--- config.mk ---
export PLATFORM = sky130hd
export DESIGN_NAME = alu_cmd_sequencer_flat
export DESIGN_NICKNAME = d
export VERILOG_FILES = /design/src/rtl/alu_pkg.sv /design/src/rtl/alu_cmd_sequencer_if.sv /design/src/rtl/alu_cmd_sequencer.sv /design/src/flat_wrapper.sv
export SDC_FILE = /design/constraint.sdc
export NUM_CORES = 1
export LEC_CHECK = 0
export CORE_MARGIN = 3
export CORE_UTILIZATION = 43
export DETAILED_ROUTE_END_ITERATION = 12
export GPL_ROUTABILITY_DRIVEN = 0
export PLACE_DENSITY = 0.79
export SETUP_SLACK_MARGIN = 0.3
export SKIP_CTS_REPAIR_TIMING = 1
export SLEW_MARGIN = 20
export SYNTH_ARGS = -nofsm -noshare
export SYNTH_HDL_FRONTEND = slang
export SYNTH_SLANG_ARGS = --single-unit
--- constraint.sdc ---
create_clock -name clk -period 1.8 [get_ports clk]
set_clock_uncertainty 0.2 [all_clocks]
set_input_delay 0.45 -clock clk [delete_from_list [all_inputs] [get_ports clk]]
set_output_delay 0.45 -clock clk [all_outputs]
set_load 0.05 [all_outputs]
--- src/rtl/alu_pkg.sv ---
// Shared definitions for the ALU command sequencer and the 4-bit ALU it drives.
package alu_pkg;

  localparam int ALU_OP_W = 3;

  localparam logic [ALU_OP_W-1:0] ALU_ADD = 3'b000;
  localparam logic [ALU_OP_W-1:0] ALU_SUB = 3'b001;
  localparam logic [ALU_OP_W-1:0] ALU_AND = 3'b010;
  localparam logic [ALU_OP_W-1:0] ALU_OR  = 3'b011;
  localparam logic [ALU_OP_W-1:0] ALU_NOR = 3'b100;

  typedef enum logic [1:0] {
    ST_IDLE  = 2'd0,
    ST_ISSUE = 2'd1,
    ST_RESP  = 2'd2
  } seq_state_e;

  // Opcodes above NOR have no ALU function and are reported as illegal.
  function automatic logic op_illegal(input logic [ALU_OP_W-1:0] op);
    return op > ALU_NOR;
  endfunction

endpackage

--- src/rtl/alu_cmd_sequencer_if.sv ---
// Command and response handshake bundle between a producer and the sequencer.
interface alu_cmd_sequencer_if #(
  parameter int WIDTH = 4,
  parameter int TAG_W = 2
);
  import alu_pkg::*;

  logic                cmd_valid;
  logic                cmd_ready;
  logic [ALU_OP_W-1:0] cmd_opcode;
  logic [WIDTH-1:0]    cmd_a;
  logic [WIDTH-1:0]    cmd_b;
  logic                cmd_use_acc;
  logic [TAG_W-1:0]    cmd_tag;

  logic                rsp_valid;
  logic                rsp_ready;
  logic [WIDTH-1:0]    rsp_result;
  logic                rsp_zero;
  logic                rsp_illegal;
  logic [TAG_W-1:0]    rsp_tag;

  // Producer / consumer side.
  modport master (
    output cmd_valid, cmd_opcode, cmd_a, cmd_b, cmd_use_acc, cmd_tag, rsp_ready,
    input  cmd_ready, rsp_valid, rsp_result, rsp_zero, rsp_illegal, rsp_tag
  );

  // Sequencer side.
  modport slave (
    input  cmd_valid, cmd_opcode, cmd_a, cmd_b, cmd_use_acc, cmd_tag, rsp_ready,
    output cmd_ready, rsp_valid, rsp_result, rsp_zero, rsp_illegal, rsp_tag
  );

endinterface

--- src/rtl/alu_cmd_sequencer.sv ---
// Front end for the combinational ALU: takes one command at a time, drives the
// ALU, samples its result after ALU_LAT extra cycles, returns it with flags and
// keeps a running accumulator for chained commands.
module alu_cmd_sequencer
  import alu_pkg::*;
#(
  parameter int WIDTH   = 4,
  parameter int TAG_W   = 2,
  parameter int ALU_LAT = 0   // legal 0..3
) (
  input  logic                clk,
  input  logic                rst,
  alu_cmd_sequencer_if.slave  bus,
  output logic [WIDTH-1:0]    alu_a,
  output logic [WIDTH-1:0]    alu_b,
  output logic [ALU_OP_W-1:0] alu_opcode,
  input  logic [WIDTH-1:0]    alu_result,
  output logic [WIDTH-1:0]    acc_value,
  output logic                busy
);

  localparam logic [1:0] LAT_INIT = 2'(ALU_LAT);

  seq_state_e       state;
  logic [1:0]       wcnt;
  logic [WIDTH-1:0] acc;
  logic             ill_q;
  logic [TAG_W-1:0] tag_q;

  logic             rsp_valid_q;
  logic [WIDTH-1:0] rsp_result_q;
  logic             rsp_zero_q;
  logic             rsp_illegal_q;
  logic [TAG_W-1:0] rsp_tag_q;

  // Ready depends on state alone so the producer never sees a loop through cmd_valid.
  assign bus.cmd_ready   = (state == ST_IDLE);
  assign busy            = (state != ST_IDLE);
  assign acc_value       = acc;
  assign bus.rsp_valid   = rsp_valid_q;
  assign bus.rsp_result  = rsp_result_q;
  assign bus.rsp_zero    = rsp_zero_q;
  assign bus.rsp_illegal = rsp_illegal_q;
  assign bus.rsp_tag     = rsp_tag_q;

  // Sequencer FSM: accept -> wait ALU_LAT+1 cycles -> hold response until taken.
  always_ff @(posedge clk) begin
    if (rst) begin
      state         <= ST_IDLE;
      wcnt          <= '0;
      acc           <= '0;
      ill_q         <= 1'b0;
      tag_q         <= '0;
      alu_a         <= '0;
      alu_b         <= '0;
      alu_opcode    <= '0;
      rsp_valid_q   <= 1'b0;
      rsp_result_q  <= '0;
      rsp_zero_q    <= 1'b0;
      rsp_illegal_q <= 1'b0;
      rsp_tag_q     <= '0;
    end else begin
      case (state)
        ST_IDLE: begin
          if (bus.cmd_valid) begin
            // Accumulator read here already reflects a write from the previous handshake.
            alu_a      <= bus.cmd_use_acc ? acc : bus.cmd_a;
            alu_b      <= bus.cmd_b;
            alu_opcode <= bus.cmd_opcode;
            ill_q      <= op_illegal(bus.cmd_opcode);
            tag_q      <= bus.cmd_tag;
            wcnt       <= LAT_INIT;
            state      <= ST_ISSUE;
          end
        end
        ST_ISSUE: begin
          if (wcnt != 2'd0) begin
            wcnt <= wcnt - 2'd1;
          end else begin
            rsp_result_q  <= ill_q ? '0 : alu_result;
            rsp_zero_q    <= ill_q || (alu_result == '0);
            rsp_illegal_q <= ill_q;
            rsp_tag_q     <= tag_q;
            rsp_valid_q   <= 1'b1;
            state         <= ST_RESP;
          end
        end
        ST_RESP: begin
          if (bus.rsp_ready) begin
            if (!rsp_illegal_q) acc <= rsp_result_q;
            rsp_valid_q <= 1'b0;
            state       <= ST_IDLE;
          end
        end
        default: state <= ST_IDLE;
      endcase
    end
  end

endmodule

--- src/flat_wrapper.sv ---
// flat-port wrapper written by rule: the top's interface ports become plain ports
module alu_cmd_sequencer_flat import alu_pkg::*;
#(
  parameter int WIDTH   = 4,
  parameter int TAG_W   = 2,
  parameter int ALU_LAT = 0                
)
  (clk, rst, alu_a, alu_b, alu_opcode, alu_result, acc_value, busy, bus_cmd_valid, bus_cmd_opcode, bus_cmd_a, bus_cmd_b, bus_cmd_use_acc, bus_cmd_tag, bus_rsp_ready, bus_cmd_ready, bus_rsp_valid, bus_rsp_result, bus_rsp_zero, bus_rsp_illegal, bus_rsp_tag);
  alu_cmd_sequencer_if #(.WIDTH(WIDTH), .TAG_W(TAG_W)) bus_i ();
  input  logic clk;
  input  logic rst;
  output logic [WIDTH-1:0] alu_a;
  output logic [WIDTH-1:0] alu_b;
  output logic [ALU_OP_W-1:0] alu_opcode;
  input  logic [WIDTH-1:0] alu_result;
  output logic [WIDTH-1:0] acc_value;
  output logic busy;
  input wire logic [$bits(bus_i.cmd_valid)-1:0] bus_cmd_valid;
  input wire logic [$bits(bus_i.cmd_opcode)-1:0] bus_cmd_opcode;
  input wire logic [$bits(bus_i.cmd_a)-1:0] bus_cmd_a;
  input wire logic [$bits(bus_i.cmd_b)-1:0] bus_cmd_b;
  input wire logic [$bits(bus_i.cmd_use_acc)-1:0] bus_cmd_use_acc;
  input wire logic [$bits(bus_i.cmd_tag)-1:0] bus_cmd_tag;
  input wire logic [$bits(bus_i.rsp_ready)-1:0] bus_rsp_ready;
  output wire logic [$bits(bus_i.cmd_ready)-1:0] bus_cmd_ready;
  output wire logic [$bits(bus_i.rsp_valid)-1:0] bus_rsp_valid;
  output wire logic [$bits(bus_i.rsp_result)-1:0] bus_rsp_result;
  output wire logic [$bits(bus_i.rsp_zero)-1:0] bus_rsp_zero;
  output wire logic [$bits(bus_i.rsp_illegal)-1:0] bus_rsp_illegal;
  output wire logic [$bits(bus_i.rsp_tag)-1:0] bus_rsp_tag;
  assign bus_i.cmd_valid = bus_cmd_valid;
  assign bus_i.cmd_opcode = bus_cmd_opcode;
  assign bus_i.cmd_a = bus_cmd_a;
  assign bus_i.cmd_b = bus_cmd_b;
  assign bus_i.cmd_use_acc = bus_cmd_use_acc;
  assign bus_i.cmd_tag = bus_cmd_tag;
  assign bus_i.rsp_ready = bus_rsp_ready;
  assign bus_cmd_ready = bus_i.cmd_ready;
  assign bus_rsp_valid = bus_i.rsp_valid;
  assign bus_rsp_result = bus_i.rsp_result;
  assign bus_rsp_zero = bus_i.rsp_zero;
  assign bus_rsp_illegal = bus_i.rsp_illegal;
  assign bus_rsp_tag = bus_i.rsp_tag;
  alu_cmd_sequencer #(.WIDTH(WIDTH), .TAG_W(TAG_W), .ALU_LAT(ALU_LAT)) u_core (.clk(clk), .rst(rst), .bus(bus_i), .alu_a(alu_a), .alu_b(alu_b), .alu_opcode(alu_opcode), .alu_result(alu_result), .acc_value(acc_value), .busy(busy));
endmodule
==> results.json, run 1 <==
{
  "status": "complete, no violations",
  "period_minus_slack_ps": 1730,
  "rsz0062_at_grt": "true",
  "htreeDepth": 2,
  "synth-seq-cells": 31,
  "slew-limit-headroom_pct": 80.2,
  "cts_buffers": 5,
  "hp-class": "flop to flop",
  "yosysSeqAreaShare_pct": 49.6,
  "maxCapViolCount": 0,
  "regArea_um2": 686,
  "leakagePower_nw": 0.943,
  "tightest_slew_ps": 289,
  "nets": 233,
  "ant_nets": 0,
  "die_w_um": 59.9,
  "start_util_pct": 47.9,
  "die_area_um2": 3590,
  "firstDrtPassIters": 4,
  "root_buffer": "clkbuf_4",
  "synth_nets": 166,
  "drive_gt1_share_pct": 45.9,
  "grt.overflow.total": 0,
  "cts.sinks": 31,
  "final_area_um2": 2370,
  "grt_pass1_wl_um": 5180,
  "path_clk_slew_ps": 90,
  "cts_tree": "yes",
  "synthDistinctLibCells": 27,
  "hold_viol_final": 0,
  "vias": 1357,
  "slowest_delay_ps": 380,
  "drt-total-wl_um": 4860,
  "clock_latency_ps": 340,
  "finalSetupViolations": 0,
  "drc": 0,
  "wl_per_cell_um": 20.3,
  "final_common_cell": "nand2_1",
  "worstPathArrival_ps": 1080,
  "slowest_stage": "dfxtp_4",
  "worst_setup_path_end_kind": "output pin",
  "grtUsageTotal_pct": 19.6,
  "synth_edf_count": 0,
  "antennaDiodeCount": 0,
  "syn2layout_area_growth_pct": 89.8,
  "synthCells": 142,
  "required_ps": 1150,
  "synth_ff_type": "dfxtp_1",
  "drt_iter0_markers": 63,
  "crit_fanout": 6,
  "grt_pass1_vias": 1166,
  "multiInputGateArea_um2": 609,
  "instances_no_fill": 239,
  "yosys_warnings": 0,
  "max_freq_mhz": 578,
  "vdd_ir_drop_max_v": 0.000908,
  "critPathLaunchType": "flop",
  "drv_slew": 0,
  "synthArstFlopShare_pct": 0,
  "final_cell_mix": "29 x nand2_1, 27 x buf_12, 21 x a21oi_1",
  "ios": 48,
  "path_cells": "nor2_4 > inv_2 > buf_12",
  "antenna_found_initial": 0,
  "routed_via_density": 5.68,
  "hold_ws_ps": 280,
  "post-place-ws_ps": -237,
  "io_buffers": 47,
  "grt_max_degree": 19,
  "rows": 18,
  "synth_area_per_cell_um2": 8.81,
  "fp.coreArea_um2": 2610,
  "placed_cells": 215,
  "worstSetupPathType": "flop to output pin",
  "fin_ws_ps": 70.3,
  "timing.final.crit_share_pct": 96.1,
  "power.density_nw_per_um2": 723,
  "place.detailed.hpwl_um": 2500,
  "clockBufferDepth": 2,
  "nFillCells": 104,
  "syn_area_um2": 1250,
  "place_area_um2": 2030,
  "fp.dieH_um": 59.9,
  "totalPowerFinal_mw": 1.72
}
-- synthesized netlist by cell type, types with 3 or more instances --
library cell / count / share of area [%]
dfxtp_1: 31 / 50
nand2_1: 29 / 8.7
a21oi_1: 22 / 8.8
nor2_1: 13 / 3.9
mux2i_1: 8 / 6.4
nand3b_1: 5 / 3.0
a211oi_1: 4 / 2.4
clkbuf_1: 3 / 0.90
inv_1: 3 / 0.90
-- worst paths after layout --
kind                                       from  slack, ps               to  depth (start not counted)
worst max-delay path            u_core.state[0]         70             busy                          3
worst min-delay path            u_core.tag_q[0]        280  u_core.tag_q[0]                          2
worst max register to register   u_core.wcnt[1]        160   u_core.wcnt[1]                          5
worst min register to register  u_core.tag_q[0]        280  u_core.tag_q[0]                          2
-- logic make-up after synthesis --
family	count (synthesis)	share of synthesized area (%)
AOI/OAI and AO/OA	28	12.5
adders and majority gates	2	2.00
buffers and inverters	13	5.70
DFF	31	49.6
muxes	8	6.40
and+or+nand+nor	60	23.8
-- sequential cells by signal, indices dropped and copies added (netlist names), 2 cells and up --
signal                 flops
u_core.state               2
u_core.alu_a               4
u_core.wcnt                2
u_core.alu_b               4
u_core.tag_q               2
u_core.alu_opcode          3
u_core.acc_value           4
u_core.bus.rsp_result      4
u_core.bus.rsp_tag         2
-- where the power goes --
group | switching, mW | internal, mW
combinational | 0.257 | 0.270
clock | 0.247 | 0.181
sequential | 0.0462 | 0.717
-- final cells by class --
cell class | instances | share of cell area (%)
tap | 30 | 1.58
clock inverter | 1 | 0.211
sequential | 31 | 28.9
timing repair buffer | 70 | 41.0
inverter | 3 | 0.474
multi-input combinational | 98 | 25.7
clock buffer | 6 | 2.16
-- worst max-delay path, delay by kind of cell (launching register included) --
family / cells / cell delay (ps)
AND/OR/NAND/NOR: 1 / 150
flip-flops: 1 / 380
buffers and inverters: 2 / 200
-- metal layers --
metal | track usage (%) | vias to the layer above | part of all wire (%)
met5 | 0 | - | 0
met4 | 6.33 | 0 | 3.9
met3 | 7.99 | 21 | 7.7
met2 | 34.4 | 62 | 50
met1 | 21.3 | 664 | 39
li1 | - | 610 | -
-- stage by stage --
stage	util, %	TNS [ps]
4_1_cts	79.8	-87.1
3_3_place_gp	77.6	-2140
2_1_floorplan	-	0
6_report	90.9	0
5_1_grt	90.9	0
3_5_place_dp	77.6	-2510
Power figures use the tool's default switching activity.
==> run 2, diff against run 1 <==
- GPL_ROUTABILITY_DRIVEN: 0 -> unset
==> results of run 2 <==
Final layout, timing and power as in run 1 (identical DEF).
